--- src/rtl/fht_input_loader.sv ---
// Stream front end of the FHT core: scatters one frame of 4*2^A_BIT samples into
// four input RAM banks in bit-reversed order, then kicks fht_control and waits for it.
module fht_input_loader #(
   parameter int A_BIT = 8,
   parameter int D_BIT = 16
) (
   input  logic             iCLK,
   input  logic             iRESET,
   input  logic [D_BIT-1:0] iDATA,
   input  logic             iVALID,
   output logic             oREADY,
   input  logic             iFHT_RDY,
   output logic             oSTART,
   output logic [A_BIT-1:0] oADDR_WR,
   output logic [D_BIT-1:0] oDATA_WR,
   output logic [3:0]       oWE,
   output logic             oBUSY,
   output logic             oOVERRUN
);

   localparam int K_BIT = A_BIT + 2;

   typedef enum logic [2:0] {
      LOAD,
      FLUSH,
      START,
      WAIT_ACK,
      WAIT_DONE
   } state_t;

   state_t           state;
   logic [K_BIT-1:0] k;
   logic [K_BIT-1:0] r;
   logic             xfer;

   // NOTE: every variable assigned in always_comb gets a default first, so no latch is inferred.
   always_comb begin
      r = '0;
      for (int i = 0; i < K_BIT; i++) r[i] = k[K_BIT-1-i];
   end

   // Ready is a pure state decode; masking with reset keeps it low while held in reset.
   assign oREADY = (state == LOAD) && !iRESET;
   assign xfer   = iVALID && oREADY;

   // NOTE: sequential state uses non-blocking assignments only, so every register sees pre-edge values.
   always_ff @(posedge iCLK or posedge iRESET) begin
      if (iRESET) begin
         state    <= LOAD;
         k        <= '0;
         oSTART   <= 1'b0;
         oWE      <= '0;
         oADDR_WR <= '0;
         oDATA_WR <= '0;
         oBUSY    <= 1'b0;
         oOVERRUN <= 1'b0;
      end else begin
         oWE    <= '0;
         oSTART <= 1'b0;
         if (iVALID && state != LOAD) oOVERRUN <= 1'b1;

         case (state)
            LOAD: begin
               if (xfer) begin
                  oDATA_WR <= iDATA;
                  oADDR_WR <= r[K_BIT-1:2];
                  oWE      <= 4'b0001 << r[1:0];
                  oBUSY    <= 1'b1;
                  k        <= k + 1'b1;
                  if (&k) state <= FLUSH;
               end
            end
            FLUSH: begin
               // The last write is on the bus now; the pulse lands one cycle later.
               oSTART <= 1'b1;
               state  <= START;
            end
            START:     state <= WAIT_ACK;
            WAIT_ACK:  if (!iFHT_RDY) state <= WAIT_DONE;
            WAIT_DONE: begin
               if (iFHT_RDY) begin
                  oBUSY <= 1'b0;
                  state <= LOAD;
               end
            end
            default:   state <= LOAD;
         endcase
      end
   end

endmodule

--- config.mk ---
export PLATFORM = sky130hd
export DESIGN_NAME = fht_input_loader
export DESIGN_NICKNAME = d
export VERILOG_FILES = /design/src/rtl/fht_input_loader.sv
export SDC_FILE = /design/constraint.sdc
export NUM_CORES = 1
export LEC_CHECK = 0
export ABC_AREA = 1
export CELL_PAD_IN_SITES_DETAIL_PLACEMENT = 0
export CELL_PAD_IN_SITES_GLOBAL_PLACEMENT = 2
export CORE_MARGIN = 2
export CORE_UTILIZATION = 27
export CTS_CLUSTER_SIZE = 25
export DETAILED_ROUTE_END_ITERATION = 7
export PLACE_DENSITY_LB_ADDON = 0.1
export REMOVE_ABC_BUFFERS = 1
export SLEW_MARGIN = 20
export SYNTH_ARGS = -nofsm -noshare
export SYNTH_HDL_FRONTEND = slang
export SYNTH_SLANG_ARGS = --single-unit
--- constraint.sdc ---
create_clock -name iCLK -period 1.6 [get_ports iCLK]
set_input_delay 0.32 -clock iCLK [delete_from_list [all_inputs] [get_ports iCLK]]
set_output_delay 0.32 -clock iCLK [all_outputs]
set_load 0.05 [all_outputs]
==> metrics.cfg <==
[run_status]
status = complete, no violations

[global_routing]
grt_start_max_net_pins = 45
grt_first_pass_wirelength_um = 7400
antenna_found_initial = 0
gr-usage-all-layers = 0.124
grt_overflow = 0
grt_pass1_vias = 1484

[timing]
drv_slew = 0
fmax_mhz = 657
finalHoldViolations = 0
fin_hold_ws_ns = 0.470
max_slew_margin = 0.619
worst_slew_pin_slew_ns = 0.572
period_minus_slack_ns = 1.52
clock_skew_ns = 0.00752
fin_crit_sh = 0.951
setup_viol = 0
tns_ns = 0
rsz0062_at_grt = false

[power]
p_sw_frac = 0.442
cellLeakagePower_nw = 1.42
pwr-share-clk = 0.178
intPower_mw = 2.93
pwr-share-seq = 0.338
p_sw_mw = 2.32
cellPowerDensity_nw_per_um2 = 1940
vdd.ir_drop.worst_v = 0.000973
comb_power_share = 0.483

[logic_synthesis]
yosysSeqAreaShare = 0.581
syn_avg_cell_area_um2 = 8.53
synth_warnings = 0
syn_area_um2 = 1890
syn_inst = 222
synthMostInstantiatedCell = nand2_1
synth_compound_area_frac = 0.0198
synthFlopType = dfrtp_1
synthAdderAreaFrac = 0.00661
synth-xor-area-share = 0.0277
synth_area_leaders = dfrtp_1 58%, nand2_1 22%, inv_1 3.2%
synth_top_cell_area_share = 0.581
yosys.area_share.simple = 0.305
ys_seq_elements = 44
synth_top_family_by_area = simple AND/OR/NAND/NOR gates
async_reset_ff_frac = 1.00
yosysUniqueCellTypes = 20
yosysTopAreaCell = dfrtp_1
muxShareOfSynthArea = 0
synth_common_cells = 113 x nand2_1, 44 x dfrtp_1, 16 x inv_1
synth-edff-count = 0

[place]
placedCellCount = 371
io_buffers = 51
gp_congestion = 0.727
place_hpwl_um = 2990
dpl-instance-area_um2 = 2540

[die]
core_area_um2 = 6790
rows = 30
dieArea_um2 = 7700
dieWidth_um = 87.8
die_h_um = 87.8
start_util = 0.279
io_pins = 52

[worst_setup_path]
worstSetupPathType = reg2out
slowest_delay_ns = 0.42
cp_cell_sequence = nor2_4, nand2_2, nor2_4, buf_12
cp_data_required_time_ns = 1.28
cp-start-kind = register
worst-path-buf-inv = 1
worst_path_max_delay_cell = dfrtp_1
crit_arrival_ns = 1.20
timing.critical_path.mode_cell = nor2_4
cp_max_fo = 3
path_delay_family = flip-flops
cp-end-kind = output pin

[clock_tree]
cts_root_buf = clkbuf_8
clk_pin_slew_ns = 0.09
htreeDepth = 2
clock_latency_ns = 0.29
cts_buffers = 5
cts_hold_buf = 0
clkSinkCount = 44
cts_tree = done
cts_buffer_depth = 2

[cells_and_area]
nFillCells = 718
fin_area_um2 = 2700
final_nets = 306
area_growth_pct = 42.6
diodes = 0
drive_above_1_share = 0.217
fin_cells = 382

[route]
post_drt_wl_per_cell_um = 11.2
vias = 1559
drt_iter0_drc = 66
via_per_inst = 4.08
drc = 0
first_pass_iters = 4
finalWirelength_um = 4280
antenna_left = 0
highest_layer = met4
wl_met2_um = 1910
wl_met1_um = 2040
dr_wl_met3_um = 291

[hold_path]
min-delay-path-class = reg2reg

[run]
maxCapViolations = 0

## cells by family (layout without fill, tap and decap cells)
logic type	after synthesis	in the layout
AO/OA/AOI/OAI	7	7
buffers and inverters	24	88
AND/OR/NAND/NOR	140	140
flip-flops	44	44
adder cells (fa/ha/maj)	1	1
XOR/XNOR	6	6
## repair_timing
action,CTS,global route
gates resized for setup,4,2
pin swaps,1,2
buffers inserted,2,1
setup endpoints to repair,1,1
## per-layer routing
| metal | vias to the layer above | global-route usage |
|---|---|---|
| met4 | 0 | 0.0378 |
| met2 | 38 | 0.188 |
| met3 | 2 | 0.0500 |
| li1 | 802 | - |
| met1 | 717 | 0.164 |
| met5 | - | 0 |
## power by group through the flow
stage          registers [mW]  clock network (mW)  logic [mW]
4_1_cts                  1.78               0.979        2.55
2_1_floorplan            2.71                   0       0.629
3_5_place_dp             1.79                   0        2.49
6_report                 1.77               0.934        2.53
5_1_grt                  1.84                1.03        2.74
3_3_place_gp             1.80                   0        2.48
## cell usage in the layout (no fill, tap or decap), drive strengths merged
cell type      instances
o21ai                  6
xor2                   4
nor3                   3
inv                   17
nand2                114
dfrtp                 44
a21o                   1
clkdlybuf4s50         19
ha                     1
nand3                  5
nand4                  6
buf                   44
bufinv                 1
clkbuf                 7
nor2                  12
xnor2                  2
## metrics by stage
stage / worst slack, ns / power (mW) / utilization
global placement: 0.0469 / 4.29 / 0.374
finish: 0.0783 / 5.24 / 0.398
floorplan: -1.10 / 3.34 / -
global route: 0.0192 / 5.61 / 0.398
detailed placement: 0.0173 / 4.28 / 0.374
CTS: 0.00106 / 5.31 / 0.396
## path summary, 6_finish.rpt
check / cells past startpoint / endpoint / startpoint / slack (ns)
worst max-delay path: 4 / oREADY / state[1] / 0.08
worst min-delay path: 1 / oOVERRUN / oOVERRUN / 0.47
worst max register to register: 7 / k[8] / k[0] / 0.16
worst min register to register: 1 / oOVERRUN / oOVERRUN / 0.47
max in group asynchronous: 3 / state[2] / iRESET / 0.57
min in group asynchronous: 3 / oOVERRUN / iRESET / 0.61
## flip-flops by register name (all words and copies together) (netlist names)
signal / flops
k: 10
oADDR_WR: 8
oBUSY: 1
oDATA_WR: 16
oOVERRUN: 1
oSTART: 1
oWE: 4
state: 3
## final cells by class
class                      count  area [µm²]  area share
clock buffer                   7        96.3      0.0357
clock inverter                 1        30.0      0.0111
inverter                      17        66.3      0.0245
multi-input combinational    154         691       0.256
sequential                    44        1100       0.408
tap                           96         120      0.0445
timing repair buffer          63         596       0.220
Note: power is estimated with default switching activity, not from simulation.
